==> src/rtl/lane_vrf_write_sink.sv <==
// Receiving end of a lane's VRF write-request stream. Buffers requests, commits them to the
// bank write port when no read conflict is present, and tracks per-instruction write counts.
module lane_vrf_write_sink #(
  parameter int DEPTH       = 2,
  parameter int DATA_WIDTH  = 32,
  parameter int VD_WIDTH    = 5,
  parameter int COUNT_WIDTH = 6
) (
  input  logic                      clock,
  input  logic                      reset,
  input  logic                      vrfWriteRequest_valid,
  output logic                      vrfWriteRequest_ready,
  input  logic [VD_WIDTH-1:0]       vrfWriteRequest_bits_vd,
  input  logic [DATA_WIDTH/8-1:0]   vrfWriteRequest_bits_mask,
  input  logic [DATA_WIDTH-1:0]     vrfWriteRequest_bits_data,
  input  logic                      vrfWriteRequest_bits_last,
  input  logic [2:0]                vrfWriteRequest_bits_instructionIndex,
  input  logic                      readConflict,
  output logic                      vrfWrite_valid,
  output logic [VD_WIDTH-1:0]       vrfWrite_addr,
  output logic [DATA_WIDTH/8-1:0]   vrfWrite_mask,
  output logic [DATA_WIDTH-1:0]     vrfWrite_data,
  output logic                      writeDone_valid,
  output logic [2:0]                writeDone_instructionIndex,
  output logic [COUNT_WIDTH-1:0]    writeDone_count,
  output logic                      idle
);

  localparam int MASK_WIDTH = DATA_WIDTH / 8;
  localparam int PTR_WIDTH  = (DEPTH > 1) ? $clog2(DEPTH) : 1;
  localparam int OCC_WIDTH  = PTR_WIDTH + 1;
  localparam int NUM_SLOTS  = 8;

  localparam logic [COUNT_WIDTH-1:0] COUNT_MAX  = {COUNT_WIDTH{1'b1}};
  localparam logic [COUNT_WIDTH-1:0] COUNT_ZERO = {COUNT_WIDTH{1'b0}};
  localparam logic [OCC_WIDTH-1:0]   OCC_FULL   = OCC_WIDTH'(DEPTH);
  localparam logic [OCC_WIDTH-1:0]   OCC_ZERO   = {OCC_WIDTH{1'b0}};
  localparam logic [OCC_WIDTH-1:0]   OCC_ONE    = {{(OCC_WIDTH-1){1'b0}}, 1'b1};
  localparam logic [PTR_WIDTH-1:0]   PTR_LAST   = PTR_WIDTH'(DEPTH - 1);
  localparam logic [PTR_WIDTH-1:0]   PTR_ZERO   = {PTR_WIDTH{1'b0}};
  localparam logic [PTR_WIDTH-1:0]   PTR_ONE    = {{(PTR_WIDTH-1){1'b0}}, 1'b1};

  function automatic logic [COUNT_WIDTH-1:0] sat_inc(input logic [COUNT_WIDTH-1:0] value);
    logic [COUNT_WIDTH-1:0] result;
    if (value == COUNT_MAX) begin
      result = value;
    end else begin
      result = value + {{(COUNT_WIDTH-1){1'b0}}, 1'b1};
    end
    return result;
  endfunction

  function automatic logic [PTR_WIDTH-1:0] ptr_next(input logic [PTR_WIDTH-1:0] ptr);
    logic [PTR_WIDTH-1:0] result;
    if (ptr == PTR_LAST) begin
      result = PTR_ZERO;
    end else begin
      result = ptr + PTR_ONE;
    end
    return result;
  endfunction

  logic [VD_WIDTH-1:0]    vd_mem_r   [DEPTH];
  logic [MASK_WIDTH-1:0]  mask_mem_r [DEPTH];
  logic [DATA_WIDTH-1:0]  data_mem_r [DEPTH];
  logic                   last_mem_r [DEPTH];
  logic [2:0]             idx_mem_r  [DEPTH];

  logic [PTR_WIDTH-1:0]   wr_ptr_r;
  logic [PTR_WIDTH-1:0]   rd_ptr_r;
  logic [OCC_WIDTH-1:0]   occ_r;

  logic [COUNT_WIDTH-1:0] cnt_r [NUM_SLOTS];

  logic                   wr_valid_r;
  logic [VD_WIDTH-1:0]    wr_addr_r;
  logic [MASK_WIDTH-1:0]  wr_mask_r;
  logic [DATA_WIDTH-1:0]  wr_data_r;
  logic                   done_valid_r;
  logic [2:0]             done_idx_r;
  logic [COUNT_WIDTH-1:0] done_count_r;

  logic                   full_s;
  logic                   empty_s;
  logic                   push_s;
  logic                   pop_s;
  logic [VD_WIDTH-1:0]    head_vd_s;
  logic [MASK_WIDTH-1:0]  head_mask_s;
  logic [DATA_WIDTH-1:0]  head_data_s;
  logic                   head_last_s;
  logic [2:0]             head_idx_s;
  logic                   head_writes_s;
  logic [COUNT_WIDTH-1:0] head_cnt_inc_s;

  // Ready comes from the occupancy register alone, so a full FIFO refuses even while popping.
  assign full_s  = (occ_r == OCC_FULL);
  assign empty_s = (occ_r == OCC_ZERO);
  assign push_s  = vrfWriteRequest_valid & ~full_s;
  assign pop_s   = ~empty_s & ~readConflict;

  assign head_vd_s      = vd_mem_r[rd_ptr_r];
  assign head_mask_s    = mask_mem_r[rd_ptr_r];
  assign head_data_s    = data_mem_r[rd_ptr_r];
  assign head_last_s    = last_mem_r[rd_ptr_r];
  assign head_idx_s     = idx_mem_r[rd_ptr_r];
  assign head_writes_s  = |head_mask_s;
  assign head_cnt_inc_s = sat_inc(cnt_r[head_idx_s]);

  // Request storage: write the tail entry on every accepted request.
  always_ff @(posedge clock or negedge reset) begin
    if (!reset) begin
      for (int i = 0; i < DEPTH; i++) begin
        vd_mem_r[i]   <= {VD_WIDTH{1'b0}};
        mask_mem_r[i] <= {MASK_WIDTH{1'b0}};
        data_mem_r[i] <= {DATA_WIDTH{1'b0}};
        last_mem_r[i] <= 1'b0;
        idx_mem_r[i]  <= 3'd0;
      end
    end else if (push_s) begin
      vd_mem_r[wr_ptr_r]   <= vrfWriteRequest_bits_vd;
      mask_mem_r[wr_ptr_r] <= vrfWriteRequest_bits_mask;
      data_mem_r[wr_ptr_r] <= vrfWriteRequest_bits_data;
      last_mem_r[wr_ptr_r] <= vrfWriteRequest_bits_last;
      idx_mem_r[wr_ptr_r]  <= vrfWriteRequest_bits_instructionIndex;
    end else begin
      vd_mem_r[wr_ptr_r] <= vd_mem_r[wr_ptr_r];
    end
  end

  // Circular pointers and occupancy counter.
  always_ff @(posedge clock or negedge reset) begin
    if (!reset) begin
      wr_ptr_r <= PTR_ZERO;
      rd_ptr_r <= PTR_ZERO;
      occ_r    <= OCC_ZERO;
    end else begin
      if (push_s) begin
        wr_ptr_r <= ptr_next(wr_ptr_r);
      end else begin
        wr_ptr_r <= wr_ptr_r;
      end
      if (pop_s) begin
        rd_ptr_r <= ptr_next(rd_ptr_r);
      end else begin
        rd_ptr_r <= rd_ptr_r;
      end
      case ({push_s, pop_s})
        2'b10:   occ_r <= occ_r + OCC_ONE;
        2'b01:   occ_r <= occ_r - OCC_ONE;
        default: occ_r <= occ_r;
      endcase
    end
  end

  // Per-instruction commit counters; a committing last entry restarts its slot from zero.
  always_ff @(posedge clock or negedge reset) begin
    if (!reset) begin
      for (int i = 0; i < NUM_SLOTS; i++) begin
        cnt_r[i] <= COUNT_ZERO;
      end
    end else if (pop_s) begin
      if (head_last_s) begin
        cnt_r[head_idx_s] <= COUNT_ZERO;
      end else begin
        cnt_r[head_idx_s] <= head_cnt_inc_s;
      end
    end else begin
      cnt_r[head_idx_s] <= cnt_r[head_idx_s];
    end
  end

  // Bank write port: zero-mask entries pop without issuing a write.
  always_ff @(posedge clock or negedge reset) begin
    if (!reset) begin
      wr_valid_r <= 1'b0;
      wr_addr_r  <= {VD_WIDTH{1'b0}};
      wr_mask_r  <= {MASK_WIDTH{1'b0}};
      wr_data_r  <= {DATA_WIDTH{1'b0}};
    end else begin
      wr_valid_r <= pop_s & head_writes_s;
      if (pop_s && head_writes_s) begin
        wr_addr_r <= head_vd_s;
        wr_mask_r <= head_mask_s;
        wr_data_r <= head_data_s;
      end else begin
        wr_addr_r <= wr_addr_r;
        wr_mask_r <= wr_mask_r;
        wr_data_r <= wr_data_r;
      end
    end
  end

  // Completion report, aligned with the write strobe of the same entry.
  always_ff @(posedge clock or negedge reset) begin
    if (!reset) begin
      done_valid_r <= 1'b0;
      done_idx_r   <= 3'd0;
      done_count_r <= COUNT_ZERO;
    end else begin
      done_valid_r <= pop_s & head_last_s;
      if (pop_s && head_last_s) begin
        done_idx_r   <= head_idx_s;
        done_count_r <= head_cnt_inc_s;
      end else begin
        done_idx_r   <= done_idx_r;
        done_count_r <= done_count_r;
      end
    end
  end

  assign vrfWriteRequest_ready      = ~full_s;
  assign idle                       = empty_s & ~wr_valid_r;
  assign vrfWrite_valid             = wr_valid_r;
  assign vrfWrite_addr              = wr_addr_r;
  assign vrfWrite_mask              = wr_mask_r;
  assign vrfWrite_data              = wr_data_r;
  assign writeDone_valid            = done_valid_r;
  assign writeDone_instructionIndex = done_idx_r;
  assign writeDone_count            = done_count_r;

endmodule
==> config.mk <==
export PLATFORM = sky130hd
export DESIGN_NAME = lane_vrf_write_sink
export DESIGN_NICKNAME = d
export VERILOG_FILES = /design/src/rtl/lane_vrf_write_sink.sv
export SDC_FILE = /design/constraint.sdc
export NUM_CORES = 1
export LEC_CHECK = 0
export CORE_ASPECT_RATIO = 0.7
export CORE_MARGIN = 10
export CORE_UTILIZATION = 60
export CTS_CLUSTER_SIZE = 16
export DETAILED_ROUTE_END_ITERATION = 6
export GPL_TIMING_DRIVEN = 0
export HOLD_SLACK_MARGIN = 0.15
export PLACE_DENSITY = 0.92
export SYNTH_ARGS = -nofsm -noshare
export SYNTH_HDL_FRONTEND = slang
export SYNTH_SLANG_ARGS = --single-unit
export TNS_END_PERCENT = 100
==> constraint.sdc <==
create_clock -name clock -period 8.65 [get_ports clock]
set_clock_uncertainty 0.2 [all_clocks]
set_input_delay 1.73 -clock clock [delete_from_list [all_inputs] [get_ports clock]]
set_output_delay 1.73 -clock clock [all_outputs]
set_load 0.005 [all_outputs]
==> flow_metrics.py, run 1 <==
metrics = {
    "power": {
        "p_sw_uw": 1902,
        "p_leak_uw": 0.004482,
        "p_sw_share_pct": 40.43,
        "clockPowerShare_pct": 16.0,
        "comb_power_share_pct": 48.5,
        "seq_power_share_pct": 35.5,
        "powerDensity_nw_per_um2": 458.3,
        "internal-power_uw": 2803,
        "power_uw": 4705,
        "peakVddDrop_mv": 0.2167,
    },
    "finish": {
        "seq_area_um2": 4855,
        "syn_to_final_growth_pct": 22.02,
        "fin_nets": 893,
        "drive_gt1_share_pct": 17.92,
        "multi_input_area_um2": 3377,
        "postLayoutCellArea_um2": 10270,
        "fillCellCount": 896,
        "diodes": 0,
        "finalNonFillerCells": 1044,
    },
    "sta": {
        "slew_headroom_pct": 42.72,
        "setup_viol": 0,
        "timing.fmax_ghz": 0.2340,
        "tightest_slew_ns": 0.8592,
        "finalHoldViolCount": 0,
        "fin_crit_ns": 4.273,
        "drv_slew": 0,
        "whs_ns": 0.2822,
        "grt_setup_unrepaired": "false",
        "post-route-period-util_pct": 49.40,
    },
    "die": {
        "num_rows": 36,
        "fp.dieW_um": 161.5,
        "initial_utilization_pct": 60.85,
        "io_pins": 103,
        "fp.dieH_um": 119.1,
        "die-area_um2": 19240,
        "core-area_um2": 13830,
    },
    "critical_path": {
        "cpMaxStageDelayCell": "o211ai_1",
        "cp_max_fo": 10,
        "rr_endpoint": "cnt_r[19]",
        "worst_setup_path_end_kind": "flip-flop",
        "cp-start-kind": "input pin",
        "crit_chain": "clkdlybuf4s50_1 > or2_2 > clkbuf_1 > clkinv_1 > o211ai_1 > clkbuf_1 > nand2_1 > o21ai_0",
        "cp_top_family": "buffers and inverters",
        "r2r_setup_slack_ns": 4.92,
        "cp.required_ns": 8.78,
        "slowest_delay_ns": 0.49,
        "crit_type": "input pin to flip-flop",
        "worst-path-buf-inv": 4,
        "rr_worst_depth": 14,
        "arrival_ns": 4.41,
        "cpMostUsedCell": "clkbuf_1",
        "reg2reg_from": "rd_ptr_r",
    },
    "grt": {
        "grt_pass1_wl_um": 33910,
        "grt_antenna_before_repair": 1,
        "use_met3_pct": 6.917,
        "met1_usage_pct": 30.07,
        "met2_usage_pct": 33.20,
        "overflow": 0,
        "grt_pass1_vias": 6311,
        "grtUsageTotal_pct": 22.07,
        "grt.busiest_layer": "met2",
        "grt_max_degree": 111,
    },
    "synth": {
        "yosys_warnings": 0,
        "synth_edf_count": 0,
        "seq_area_frac_synth_pct": 57.70,
        "synth_seq_cells": 194,
        "avgSynthCellArea_um2": 11.69,
        "syn-num-nets": 771,
        "yosys.cell_types.count": 58,
        "synth_ff_type": "dfrtp_1",
        "syn_area_um2": 8414,
        "synthCells": 720,
        "async_reset_ff_share_pct": 100.0,
    },
    "clock_tree": {
        "clk_latency_ns": 0.43,
        "cts_tree": "yes",
        "cts_made_buffers": 17,
        "cts_max_path_buffers": 2,
        "clock_sinks": 194,
        "cts_resized": 0,
        "cts_root_buf": "clkbuf_16",
        "post-cts-setup-buffers": 0,
        "clkTransAtPathRegs_ns": 0.07,
        "htree_levels": 4,
        "hold_buffers": 0,
    },
    "route": {
        "vias": 6245,
        "wl_um": 21080,
        "firstDrtPassIters": 5,
        "wl_per_cell_um": 20.19,
        "drt.antenna.violating_nets": 0,
        "vias_per_cell": 5.982,
        "drc": 0,
        "drt_iter0_markers": 562,
    },
    "job": {
        "max_cap_violations": 0,
    },
    "hold_path": {
        "hold_end": "vrfWrite_data[3]",
        "whs_path_depth": 2,
        "hp-start": "vrfWrite_data[3]",
        "hold_path_class": "flip-flop to flip-flop",
    },
    "placement": {
        "dp_hpwl_um": 14690,
        "placed_cells": 1013,
        "routabilityCongestion": 0.9480,
        "place_area_um2": 9706,
        "portBuffers": 102,
    },
    "status": {
        "status": "finished clean",
    },
}
==> synthesized netlist by cell type, types with 3 or more instances <==
library cell | count | area share (%)
a211oi_1 | 4 | 0.36
a21oi_1 | 18 | 1.1
a31oi_1 | 3 | 0.22
a32oi_1 | 3 | 0.31
buf_6 | 4 | 0.54
clkbuf_1 | 22 | 0.98
dfrtp_1 | 194 | 58
inv_1 | 5 | 0.22
mux2_2 | 95 | 13
mux2_4 | 3 | 0.54
mux2i_1 | 51 | 6.1
nand2_1 | 115 | 5.1
nand2b_1 | 3 | 0.22
nand3_1 | 7 | 0.42
nand4_1 | 3 | 0.22
nor2_1 | 33 | 1.5
nor3_1 | 7 | 0.42
o211ai_1 | 3 | 0.27
o21ai_0 | 68 | 4.0
o21ai_1 | 18 | 1.1
o22ai_1 | 7 | 0.52
or4_1 | 3 | 0.27
xnor2_1 | 5 | 0.52
==> area by class of cell <==
cell class / instances / share of cell area, %
Clock inverter: 11 / 1.024
Tap cell: 190 / 2.315
Buffer: 32 / 1.560
Inverter: 6 / 0.2194
Timing Repair Buffer: 103 / 10.26
Clock buffer: 20 / 4.448
Sequential cell: 194 / 47.28
Multi-Input combinational cell: 488 / 32.89
==> per-layer routing <==
metal | share of wire (%) | up-vias
met4 | 2.1 | 0
met5 | 0 | -
met2 | 46 | 264
met1 | 43 | 3141
li1 | - | 2799
met3 | 8.9 | 41
==> state kept, by name, summed over array words and instances (netlist names) <==
register                    flops
wr_ptr_r                        1
idx_mem_r                       6
data_mem_r                     64
vrfWrite_data                  32
vd_mem_r                       10
writeDone_instructionIndex      3
cnt_r                          48
vrfWrite_addr                   5
vrfWrite_valid                  1
occ_r                           2
vrfWrite_mask                   4
rd_ptr_r                        1
mask_mem_r                      8
writeDone_count                 6
writeDone_valid                 1
last_mem_r                      2
==> power by group through the flow <==
stage	combinational [uW]	sequential, uW	clock (uW)
global placement	2120	1640	0
global route	2480	1720	794
CTS	2260	1660	758
finish	2280	1670	753
floorplan	1480	1590	0
detailed placement	2220	1670	0
==> through the flow <==
stage	utilization [%]	setup WS, ns	TNS [ns]
CTS	74.25	4.429	0
detailed placement	70.19	4.005	0
floorplan	-	5.175	0
global placement	69.95	-2.082	-400.61
global route	74.25	4.221	0
finish	74.25	4.377	0
==> tightest hold or removal path, cell delays in order, from the launching register on <==
cell and delay (ns):
dfrtp_1 0.34, nand2_1 0.04, o21ai_0 0.06
==> cell usage in the layout (no fill, tap or decap), types with 3 or more instances in the layout <==
| master | count |
|---|---|
| a211oi_1 | 4 |
| a21oi_1 | 18 |
| a31oi_1 | 3 |
| a32oi_1 | 3 |
| buf_6 | 4 |
| clkbuf_1 | 23 |
| clkbuf_16 | 17 |
| clkdlybuf4s50_1 | 101 |
| clkinv_2 | 4 |
| clkinv_4 | 4 |
| dfrtp_1 | 194 |
| inv_1 | 5 |
| mux2_2 | 95 |
| mux2_4 | 3 |
| mux2i_1 | 51 |
| nand2_1 | 115 |
| nand2b_1 | 3 |
| nand3_1 | 7 |
| nand4_1 | 3 |
| nor2_1 | 33 |
| nor3_1 | 7 |
| o211ai_1 | 3 |
| o21ai_0 | 68 |
| o21ai_1 | 18 |
| o22ai_1 | 7 |
| or4_1 | 3 |
| xnor2_1 | 5 |
==> cells by family after synthesis <==
kind of cell,Yosys count,synth area share [%]
AO/OA/AOI/OAI,142,9.918
XOR/XNOR,6,0.6245
adder cells (fa/ha/maj),2,0.2974
buffers and inverters,38,2.171
flip-flops,194,57.70
multiplexers,152,19.88
AND/OR/NAND/NOR,186,9.413
==> worst max-delay path by stage <==
stage                      start           endpoint  slack (ns)  depth (start not counted)
global route        readConflict  vrfWrite_data[10]        4.22                          8
global placement           reset     data_mem_r[51]       -2.08                          1
finish              readConflict   vrfWrite_mask[2]        4.38                          8
CTS                 readConflict   vrfWrite_addr[4]        4.43                          8
floorplan           readConflict          cnt_r[27]        5.18                          6
detailed placement  readConflict   vrfWrite_data[2]        4.01                          8
(Power assumes the default switching activity.)
==> run 2: changes to the inputs <==
--- a/config.mk
+++ b/config.mk
@@ -7,12 +7,12 @@
 export LEC_CHECK = 0
 export CORE_ASPECT_RATIO = 0.7
 export CORE_MARGIN = 10
-export CORE_UTILIZATION = 60
+export CORE_UTILIZATION = 56
 export CTS_CLUSTER_SIZE = 16
 export DETAILED_ROUTE_END_ITERATION = 6
 export GPL_TIMING_DRIVEN = 0
 export HOLD_SLACK_MARGIN = 0.15
-export PLACE_DENSITY = 0.92
+export PLACE_DENSITY = 0.87
 export SYNTH_ARGS = -nofsm -noshare
 export SYNTH_HDL_FRONTEND = slang
 export SYNTH_SLANG_ARGS = --single-unit
==> constraint.sdc (replaced) <==
create_clock -name clock -period 4.39 [get_ports clock]
set_clock_uncertainty 0.2 [all_clocks]
set_input_delay 0.878 -clock clock [delete_from_list [all_inputs] [get_ports clock]]
set_output_delay 0.878 -clock clock [all_outputs]
set_load 0.005 [all_outputs]
==> flow_metrics.py, run 2 (synthesized netlist as in run 1, its figures left out) <==
metrics = {
    "sta": {
        "grt_setup_unrepaired": "false",
        "slew_headroom_pct": 38.30,
        "tightest_slew_ns": 0.9256,
        "drv_slew": 0,
        "setup_viol": 0,
        "fin_crit_ns": 3.708,
        "timing.fmax_ghz": 0.2697,
        "finalHoldViolCount": 0,
        "post-route-period-util_pct": 84.47,
    },
    "grt": {
        "grtUsageTotal_pct": 20.13,
        "grt_antenna_before_repair": 0,
        "grt_pass1_vias": 6182,
        "grt_max_degree": 103,
        "overflow": 0,
        "grt_pass1_wl_um": 33310,
    },
    "critical_path": {
        "cp_top_family": "simple AND/OR/NAND/NOR gates",
        "cpMaxStageDelayCell": "or4_1",
        "arrival_ns": 3.80,
        "crit_end": "cnt_r[19]",
        "cp-start-kind": "flip-flop",
        "rr_worst_depth": 14,
        "crit_type": "flip-flop to flip-flop",
        "r2r_setup_slack_ns": 0.68,
        "worst_setup_path_end_kind": "flip-flop",
        "worst-path-buf-inv": 4,
        "reg2reg_from": "rd_ptr_r",
        "path_depth": 14,
        "rr_endpoint": "cnt_r[19]",
        "cpMostUsedCell": "nand3_1",
        "crit_chain": "buf_6 > mux2i_1 > clkbuf_1 > nand3_1 > o211ai_1 > a22oi_2 > inv_1 > ha_1 > nand3_1 > or4_1 > buf_2 > nand3_1 > o21a_2 > mux2i_1",
        "slowest_delay_ns": 0.48,
        "cp_max_fo": 10,
        "cp.required_ns": 4.48,
        "setup.worst_path.start": "rd_ptr_r",
    },
    "die": {
        "fp.dieW_um": 166.5,
        "fp.dieH_um": 122.6,
        "die-area_um2": 20410,
        "io_pins": 103,
        "initial_utilization_pct": 57.16,
        "core-area_um2": 14720,
        "num_rows": 37,
    },
    "route": {
        "drc": 0,
        "drt_iter0_markers": 540,
        "vias": 6106,
        "firstDrtPassIters": 7,
        "wl_um": 20470,
        "wl_per_cell_um": 19.51,
        "drt.antenna.violating_nets": 0,
        "vias_per_cell": 5.821,
    },
    "finish": {
        "largest_reg_flops": 64,
        "drive_gt1_share_pct": 17.80,
        "layout_commonest_cell": "dfrtp_1",
        "syn_to_final_growth_pct": 22.27,
        "fin_nets": 893,
        "diodes": 0,
        "layout_common_cells": "194 x dfrtp_1, 115 x nand2_1, 101 x clkdlybuf4s50_1",
        "top_register": "data_mem_r",
        "postLayoutCellArea_um2": 10290,
    },
    "power": {
        "power_uw": 9274,
        "p_leak_uw": 0.004482,
        "powerDensity_nw_per_um2": 901.4,
        "peakVddDrop_mv": 0.4043,
    },
    "placement": {
        "dp_hpwl_um": 14060,
        "portBuffers": 102,
        "routabilityCongestion": 0.9128,
        "place_area_um2": 9712,
    },
    "status": {
        "status": "finished clean",
    },
    "clock_tree": {
        "clkTransAtPathRegs_ns": 0.07,
        "clock_sinks": 194,
        "clk_latency_ns": 0.43,
        "cts_root_buf": "clkbuf_16",
        "hold_buffers": 0,
        "cts_tree": "yes",
        "post-cts-setup-buffers": 0,
        "cts_max_path_buffers": 2,
        "htree_levels": 4,
        "cts_resized": 0,
        "cts_made_buffers": 17,
    },
    "hold_path": {
        "hold_path_class": "input pin to asynchronous set/reset pin",
    },
    "job": {
        "max_cap_violations": 0,
    },
}
[run 2: cell count changes in the layout (fill, tap and decap cells not counted)]
cell / before / now
clkbuf_8: 2 / 1
inv_8: 1 / 0
clkinv_2: 4 / 2
inv_6: 1 / 3
clkinvlp_4: 0 / 1
clkinv_4: 4 / 3
bufinv_16: 1 / 2
clkbuf_1: 23 / 24
[run 2: report_power, final]
| part | switching, uW | internal (uW) | leakage (uW) | total, uW |
|---|---|---|---|---|
| clock network | 680 | 858 | 0.000281 | 1540 |
| registers | 569 | 2710 | 0.00233 | 3280 |
| logic | 2460 | 2000 | 0.00187 | 4460 |
[run 2: worst min-delay path by stage]
stage	endpoint	slack, ns	depth (start not counted)
6_report	vd_mem_r[3]	0.26	1
3_3_place_gp	vrfWrite_data[14]	0.26	2
3_5_place_dp	vrfWrite_data[14]	0.27	2
5_1_grt	writeDone_count[4]	0.29	1
2_1_floorplan	cnt_r[44]	0.25	2
4_1_cts	vd_mem_r[3]	0.29	1
[run 2: area by class of cell]
type / instances / area, um2
repair buffers: 103 / 1054
clock inverters: 11 / 130.1
flip-flops and latches: 194 / 4855
fillers: 1044 / 4433
inverters: 6 / 22.52
plain buffers: 32 / 160.2
well taps: 195 / 244.0
clock buffers: 20 / 446.7
multi-input cells: 488 / 3377
[run 2: metrics by stage]
step / utilization, % / hold WS [ns] / cells / setup TNS [ns] / setup slack [ns]
floorplan: - / 0.2492 / 720 / 0 / 1.323
global placement: 65.75 / 0.2602 / 1017 / -1088.24 / -5.621
detailed placement: 65.97 / 0.2692 / 1018 / 0 / 0.7074
CTS: 69.89 / 0.2850 / 1049 / 0 / 0.7419
global route: 69.89 / 0.2918 / 1049 / 0 / 0.4062
finish: 69.89 / 0.2583 / 1049 / 0 / 0.6816
[run 2: layer usage]
metal | routed length, um | share of wire (%) | global-route usage (%) | vias up
met5 | 0 | 0 | 0 | -
li1 | - | - | - | 2803
met4 | 277 | 1.4 | 6.565 | 0
met3 | 1718 | 8.4 | 5.717 | 26
met1 | 9360 | 46 | 27.46 | 3032
met2 | 9109 | 45 | 30.67 | 245
==> run 3: changes to the inputs <==
==> constraint.sdc (replaced) <==
create_clock -name clock -period 3.62 [get_ports clock]
set_clock_uncertainty 0.2 [all_clocks]
set_input_delay 0.724 -clock clock [delete_from_list [all_inputs] [get_ports clock]]
set_output_delay 0.724 -clock clock [all_outputs]
set_load 0.005 [all_outputs]
==> flow_metrics.py, run 3 (synthesized netlist as in run 1, its figures left out) <==
metrics = {
    "sta": {
        "timing.fmax_ghz": 0.2790,
        "tightest_slew_ns": 0.9362,
        "setup_viol": 0,
        "whs_ns": 0.2805,
        "post-route-period-util_pct": 99.01,
        "finalHoldViolCount": 0,
        "slew_headroom_pct": 37.58,
        "fin_crit_ns": 3.584,
        "drv_slew": 0,
    },
    "critical_path": {
        "cpMaxStageDelayCell": "or4_1",
        "crit_type": "flip-flop to flip-flop",
        "arrival_ns": 3.68,
        "worst_setup_path_end_kind": "flip-flop",
        "slowest_delay_ns": 0.47,
        "cp-start-kind": "flip-flop",
        "r2r_setup_slack_ns": 0.04,
        "cp_max_fo": 10,
        "crit_chain": "buf_6 > buf_6 > buf_2 > a21oi_2 > o221ai_1 > a21bo_2 > inv_1 > ha_1 > nand3_2 > or4_1 > buf_2 > nand3_1 > o21a_4 > mux2i_1",
        "cp.required_ns": 3.71,
    },
    "grt": {
        "grt_pass1_vias": 6198,
        "grt.busiest_layer": "met2",
        "met1_usage_pct": 27.45,
        "met2_usage_pct": 30.72,
        "grtUsageTotal_pct": 20.15,
        "use_met3_pct": 5.845,
        "overflow": 0,
        "grt_antenna_before_repair": 0,
        "grt_pass1_wl_um": 33380,
        "grt_max_degree": 103,
    },
    "route": {
        "drc": 0,
        "vias": 6185,
        "firstDrtPassIters": 5,
        "wl_per_cell_um": 19.79,
        "drt_iter0_markers": 486,
        "wl_um": 20820,
        "vias_per_cell": 5.879,
        "drt.antenna.violating_nets": 0,
    },
    "placement": {
        "place_area_um2": 9712,
        "portBuffers": 102,
        "routabilityCongestion": 0.9128,
        "dp_hpwl_um": 14060,
    },
    "hold_path": {
        "hold_path_class": "flip-flop to flip-flop",
    },
    "die": {
        "fp.dieH_um": 122.6,
        "initial_utilization_pct": 57.16,
        "core-area_um2": 14720,
        "die-area_um2": 20410,
        "fp.dieW_um": 166.5,
        "num_rows": 37,
        "io_pins": 103,
    },
    "finish": {
        "fin_util_pct": 70.30,
        "largest_reg_flops": 64,
        "fin_nets": 896,
        "syn_to_final_growth_pct": 22.99,
        "diodes": 0,
        "drive_gt1_share_pct": 18.44,
        "layout_common_cells": "194 x dfrtp_1, 115 x nand2_1, 101 x clkdlybuf4s50_1",
        "top_register": "data_mem_r",
        "layout_commonest_cell": "dfrtp_1",
        "postLayoutCellArea_um2": 10350,
    },
    "clock_tree": {
        "clk_latency_ns": 0.43,
        "clock_sinks": 194,
        "cts_made_buffers": 17,
        "cts_tree": "yes",
        "cts_root_buf": "clkbuf_16",
        "htree_levels": 4,
        "cts_max_path_buffers": 2,
        "clkTransAtPathRegs_ns": 0.07,
    },
    "status": {
        "status": "finished clean",
    },
    "job": {
        "max_cap_violations": 0,
    },
    "power": {
        "power_uw": 11400,
        "powerDensity_nw_per_um2": 1102,
        "peakVddDrop_mv": 0.5228,
        "p_leak_uw": 0.004504,
    },
}
[run 3: per-stage QoR]
step           setup slack [ns]  TNS (ns)  cells
6_report                0.03590         0   1052
3_5_place_dp            0.09137         0   1018
3_3_place_gp             -6.237  -1207.74   1017
5_1_grt                -0.03930   -0.1860   1052
2_1_floorplan            0.5534         0    720
4_1_cts                 0.02706         0   1050
[run 3: layout make-up]
type,count,area [um2]
fillers,1029,4373
well taps,195,244.0
multi-input cells,488,3411
clock buffers,20,446.7
clock inverters,11,130.1
flip-flops and latches,194,4855
plain buffers,32,161.4
inverters,6,22.52
repair buffers,106,1079
[run 3: timing repair]
| action | CTS | global route |
|---|---|---|
| hold endpoints to repair | 21 | 0 |
| setup endpoints to repair | 8 | 30 |
| setup buffers | 0 | 2 |
| resized for setup | 1 | 7 |
| hold buffers | 1 | 0 |
[run 3: worst max-delay path, delay by kind of cell (launching register included)]
family | cells | cell delay [ns]
compound gates | 4 | 1.01
buf+inv | 5 | 0.77
simple gates | 3 | 0.75
flops | 1 | 0.41
fa+ha+maj | 1 | 0.22
mux | 1 | 0.09
[run 3: metal layers]
layer	part of all wire, %	vias up
met2	45	273
met3	8.5	40
met5	0	-
met4	1.6	0
met1	45	3057
li1	-	2815
[run 3: final timing paths]
path                                    startpoint                 end  cells past startpoint
worst max-delay path                      rd_ptr_r           cnt_r[19]                     14
worst min-delay path            writeDone_count[4]  writeDone_count[4]                      1
worst max register to register            rd_ptr_r           cnt_r[19]                     14
worst min register to register  writeDone_count[4]  writeDone_count[4]                      1
max in group asynchronous                    reset            cnt_r[5]                      3
min in group asynchronous                    reset         vd_mem_r[2]                      2
[run 3: where the power goes]
group | internal [uW] | total, uW | switching (uW)
registers | 3280 | 3970 | 692
logic | 2500 | 5560 | 3060
clock network | 1040 | 1870 | 829
